$ cat config.mk
export PLATFORM = sky130hd
export DESIGN_NAME = turn_scheduler
export DESIGN_NICKNAME = d
export VERILOG_FILES = /design/src/rtl/turn_scheduler.sv
export SDC_FILE = /design/constraint.sdc
export NUM_CORES = 1
export LEC_CHECK = 0
export CAP_MARGIN = 25
export CORE_MARGIN = 8
export CORE_UTILIZATION = 45
export CTS_CLUSTER_DIAMETER = 100
export DETAILED_ROUTE_END_ITERATION = 8
export PLACE_DENSITY = 0.73
export SETUP_SLACK_MARGIN = 0.4
export SLEW_MARGIN = 20
export SYNTH_ARGS = -nofsm -noshare
export SYNTH_HDL_FRONTEND = slang
export SYNTH_SLANG_ARGS = --single-unit
$ cat constraint.sdc
create_clock -name clock -period 3.44 [get_ports clock]
set_input_delay 0.688 -clock clock [delete_from_list [all_inputs] [get_ports clock]]
set_output_delay 0.688 -clock clock [all_outputs]
set_load 0.02 [all_outputs]
$ cat src/rtl/turn_scheduler.sv
// Episode sequencer for one tic-tac-toe game between the learning agent and
// the player: grants alternate turns, rejects illegal moves, owns the board,
// samples the external judge after every accepted move and reports outcomes.
module turn_scheduler #(
  parameter int MOVE_TIMEOUT = 100,  // agent turn length before forfeit (>=2)
  parameter int MAX_ILLEGAL  = 3,    // illegal agent moves per turn before forfeit (>=1)
  parameter int EP_W         = 16    // episode_count width
) (
  input  logic            clock,
  input  logic            enable,
  input  logic            first_player,
  input  logic            agent_valid,
  input  logic [3:0]      agent_action,
  output logic            agent_ready,
  input  logic            player_valid,
  input  logic [3:0]      player_action,
  output logic            player_ready,
  output logic [17:0]     board,
  input  logic [1:0]      judge_result,
  output logic [1:0]      outcome,
  output logic            outcome_valid,
  output logic            illegal,
  output logic            rst_policygen,
  output logic [EP_W-1:0] episode_count
);

  localparam int TIMER_W = $clog2(MOVE_TIMEOUT);
  localparam int ILL_W   = $clog2(MAX_ILLEGAL + 1);

  localparam logic [1:0] CELL_AGENT  = 2'b01;
  localparam logic [1:0] CELL_PLAYER = 2'b10;
  localparam logic [1:0] RES_CONT    = 2'b00;
  localparam logic [1:0] RES_FORFEIT = 2'b10;

  typedef enum logic [2:0] {
    S_IDLE,
    S_START,
    S_TURN_A,
    S_TURN_P,
    S_JUDGE,
    S_END
  } state_t;

  state_t state, state_next;

  logic [TIMER_W-1:0] timer;
  logic [ILL_W-1:0]   illegal_cnt;
  logic               last_mover;   // 1 = the player made the move under judgement

  // Move decode shared by both turns.
  logic [15:0] occupied;
  logic [3:0]  move_action;
  logic        move_hs;
  logic        move_legal;
  logic [1:0]  mover_code;

  // Combinational decision flags consumed by the datapath register.
  logic        go_end;
  logic [1:0]  end_code;

  // Turn-open and pulse outputs decode straight from the state.
  assign agent_ready   = (state == S_TURN_A);
  assign player_ready  = (state == S_TURN_P);
  assign rst_policygen = (state == S_START);
  assign outcome_valid = (state == S_END);

  // Occupancy map; codes 9..15 read as permanently occupied so one lookup covers both illegal cases.
  always_comb begin
    occupied = '1;
    for (int k = 0; k < 9; k++) begin
      occupied[k] = |board[2*k +: 2];
    end
  end

  // Select the side that owns the turn; the other side's valid is ignored.
  always_comb begin
    move_action = player_ready ? player_action : agent_action;
    move_hs     = (agent_ready & agent_valid) | (player_ready & player_valid);
    move_legal  = move_hs & ~occupied[move_action];
    mover_code  = player_ready ? CELL_PLAYER : CELL_AGENT;
  end

  // State register.
  always_ff @(posedge clock) begin
    // NOTE: sequential state is updated with non-blocking assignments so every
    // register samples pre-edge values regardless of block ordering.
    if (!enable) begin
      state <= S_IDLE;
    end else begin
      state <= state_next;
    end
  end

  // Next-state and end-of-episode decision.
  always_comb begin
    // NOTE: every signal written here gets a default first; a path that skips
    // an assignment would otherwise infer a latch.
    state_next = state;
    go_end     = 1'b0;
    end_code   = RES_FORFEIT;
    unique case (state)
      S_IDLE:  state_next = S_START;
      S_START: state_next = first_player ? S_TURN_P : S_TURN_A;
      S_TURN_A: begin
        if (move_hs) begin
          if (move_legal) begin
            state_next = S_JUDGE;
          end else if (illegal_cnt == ILL_W'(MAX_ILLEGAL - 1)) begin
            go_end   = 1'b1;
            end_code = RES_FORFEIT;
          end
        end else if (timer == TIMER_W'(MOVE_TIMEOUT - 1)) begin
          go_end   = 1'b1;
          end_code = RES_FORFEIT;
        end
      end
      S_TURN_P: begin
        if (move_legal) begin
          state_next = S_JUDGE;
        end
      end
      S_JUDGE: begin
        if (judge_result == RES_CONT) begin
          state_next = last_mover ? S_TURN_A : S_TURN_P;
        end else begin
          go_end   = 1'b1;
          end_code = judge_result;
        end
      end
      S_END:   state_next = S_START;
      default: state_next = S_IDLE;
    endcase
    if (go_end) begin
      state_next = S_END;
    end
  end

  // Board, per-turn counters, outcome and episode statistics.
  always_ff @(posedge clock) begin
    // NOTE: the board is an ordinary 18-bit register, not a memory, and must
    // read as empty straight after reset, so it takes the reset like the rest.
    if (!enable) begin
      board         <= '0;
      timer         <= '0;
      illegal_cnt   <= '0;
      last_mover    <= 1'b0;
      outcome       <= '0;
      episode_count <= '0;
      illegal       <= 1'b0;
    end else begin
      illegal <= move_hs & ~move_legal;

      unique case (state)
        S_START: begin
          board       <= '0;
          timer       <= '0;
          illegal_cnt <= '0;
        end
        S_TURN_A, S_TURN_P: begin
          if (move_legal) begin
            for (int k = 0; k < 9; k++) begin
              if (move_action == 4'(k)) begin
                board[2*k +: 2] <= mover_code;
              end
            end
            last_mover <= player_ready;
          end
          if (agent_ready) begin
            if (move_hs && !move_legal) begin
              illegal_cnt <= illegal_cnt + 1'b1;
            end else if (!move_hs) begin
              timer <= timer + 1'b1;
            end
          end
        end
        S_JUDGE: begin
          timer       <= '0;
          illegal_cnt <= '0;
        end
        default: ;
      endcase

      if (go_end) begin
        outcome <= end_code;
        if (episode_count != '1) begin
          episode_count <= episode_count + 1'b1;
        end
      end
    end
  end

endmodule

==> out/results.tsv <==
metric	value	unit
die area	0.00808	mm2
Static Leak	1.11	nW
CTS tree	done	
clk sinks	50	
worst hold-check path type	flop to flop	
Die Width	89.9	um
clock root buffer	clkbuf_8	
Total Wirelength	6300	um
layout cells sized above 1	6.67	%
Final ANT Viol Nets	0	
Area Overhead vs Synth	31.1	%
fin. max-slew vios	0	
crit path launch type	primary input	
RSZ-0062 raised after global routing	false	
Syn Nets	319	
largest net degree at the start of global routing	32	
GRT Util Overall	15.2	%
flops & latches, synth	50	
Avg WL per Cell	14.6	um
vias in the first global route	2261	
Overall Power	1.18	mW
Pwr Density	367	mW/mm2
number of max-cap violations	0	
post-CTS setup buffer count	0	
core area	0.00541	mm2
crit path max fanout	31	
Die Span Y	89.9	um
Design Area, Final	0.00322	mm2
initial core utilization	45.4	%
setup ws final	0.500	ns
Vias	2395	
Worst Skew	0.0111	ns
clk_lat worst skew	0.30	ns
CP arrival	3.18	ns
fin crit period	2.94	ns
CTS Buffer Depth	2	
CTS Hold Bufs	0	
Critical Path RT	3.68	ns
pre-CTS WS	0.196	ns
antenna violations before repair	0	
# rows	27	
final non-filler cell total	432	
RePlAce Congestion	0.955	
setup TNS	0	ns
# diodes	0	
leading area contributor after synthesis	dfxtp_1	
router iterations before antenna repair	4	
Mapped Area	0.00246	mm2
placed cells	424	
DRC	0	
I/O Pins	56	
Crit Path Class	primary input to flop	
drt initial violations	77	
sequential-to-total area share from yosys stat	40.8	%
Hold Vio Cnt, Final	0	
PostCTS Resize Cnt	0	
count of unique library cells instantiated by Yosys	48	
ranking of synthesized cells by area	dfxtp_1 41%, nand2_1 6.0%, nor2_1 5.0%	
grt total ovfl	0	
Reg clk slew, reported paths	0.09	ns
cells after synthesis	301	
Period Utilization, post-route	85.5	%
Yosys warning total	0	
IO buf count	55	
maximum VDD drop	0.242	mV
global-route wire length before repair	10600	um
crit end category	flop	
final net count	377	
CTS Buf Count	5	
CTS H-tree depth	2	
Syn Area/Cell	8.16	um2
fmax	340	MHz
Filler cells	500	
Final Setup Violations	0	
relative slew slack	70.2	%
dpl hpwl	4760	um
Via-to-Cell Ratio	5.54	
top cell type's share of synthesized area	40.8	%
run status	finished, final reports clean	
Worst-Margin Slew	0.441	ns
Post-DP Area	0.00311	mm2
[worst paths after layout]
check / depth (start not counted) / endpoint / from / slack (ns)
worst max-delay path: 9 / episode_count[15]$_SDFFE_PN0P_ / player_action[0] / 0.50
worst min-delay path: 2 / outcome[0]$_SDFFE_PN0P_ / outcome[0]$_SDFFE_PN0P_ / 0.47
worst max register to register: 9 / episode_count[15]$_SDFFE_PN0P_ / state[1]$_SDFFE_PP0P_ / 0.61
worst min register to register: 2 / outcome[0]$_SDFFE_PN0P_ / outcome[0]$_SDFFE_PN0P_ / 0.47
[layer usage]
layer	track usage, %	routed length (um)	share of wire [%]	vias to the layer above
met5	0	0	0	-
met4	4.30	78	1.2	0
met3	4.90	411	6.5	9
met2	24.7	2930	46	65
met1	18.8	2880	46	1100
li1	-	-	-	1221
[synthesized netlist by cell type (all sizes together)]
master	number
dfxtp	50
nor3	6
o31ai	5
clkbuf	8
nand3	11
mux2i	3
buf	2
o21bai	1
o21a	3
nor3b	1
o21ai	24
nor4	3
a21oi	21
a41oi	1
a22o	8
xnor2	1
nor2	33
o22ai	1
nor2b	3
or2b	1
nand2b	2
nand4	6
a22oi	1
inv	9
nor4b	1
a31oi	1
mux2	2
or4	4
or3	13
and3	7
o32ai	3
nand2	39
a211oi	3
nand4b	1
o311ai	4
and2	1
a2111oi	3
xor2	6
o2111a	1
or2	2
o31a	2
ha	3
nand3b	1
[layout by cell type, fill, tap and decap left out, drive strengths merged, types with 9 or more instances in the layout]
| cell | Yosys | final |
|---|---|---|
| clkdlybuf4s50 | 0 | 55 |
| a21oi | 21 | 21 |
| nor2 | 33 | 33 |
| o21ai | 24 | 24 |
| nand3 | 11 | 11 |
| or3 | 13 | 13 |
| inv | 9 | 9 |
| nand2 | 39 | 39 |
| dfxtp | 50 | 50 |
[critical path: stages]
cell and delay [ns]:
clkdlybuf4s50_1 0.50, mux2_4 0.36, mux2_4 0.31, o2111a_2 0.30, a21oi_4 0.16, o21ai_2 0.08
buf_12 0.16, or4_1 0.47, a21oi_1 0.14
[through the flow]
step / hold WS, ns / util (%)
after detailed placement: 0.454 / 57.5
final: 0.466 / 59.6
after CTS: 0.466 / 59.5
after floorplan: 0.437 / -
after global placement: 0.448 / 57.5
after global routing: 0.491 / 59.6
[layout make-up]
class | instances | area (um2) | share of cell area (%)
clock buffer | 8 | 110 | 3.42
timing repair buffer | 61 | 608 | 18.9
tap | 72 | 90.1 | 2.80
sequential | 50 | 1000 | 31.1
multi-input combinational | 232 | 1380 | 42.7
inverter | 9 | 33.8 | 1.05
[cell families after synthesis]
family | count (synthesis) | share of synthesized area [%]
compound gates | 82 | 22.3
mux | 5 | 2.45
buf+inv | 19 | 3.26
simple gates | 135 | 27.3
xor+xnor | 7 | 2.50
fa+ha+maj | 3 | 1.53
flops | 50 | 40.8
[where the power goes]
part	internal, mW	switching [mW]	total, mW
logic	0.0757	0.107	0.183
clock network	0.203	0.185	0.388
registers	0.591	0.0190	0.609
[sequential cells by signal, indices dropped and copies added, names as in the netlist]
name,cells
illegal_cnt,2
illegal,1
timer,7
last_mover,1
state,3
board,18
episode_count,16
outcome,2
Power figures use the tool's default switching activity.
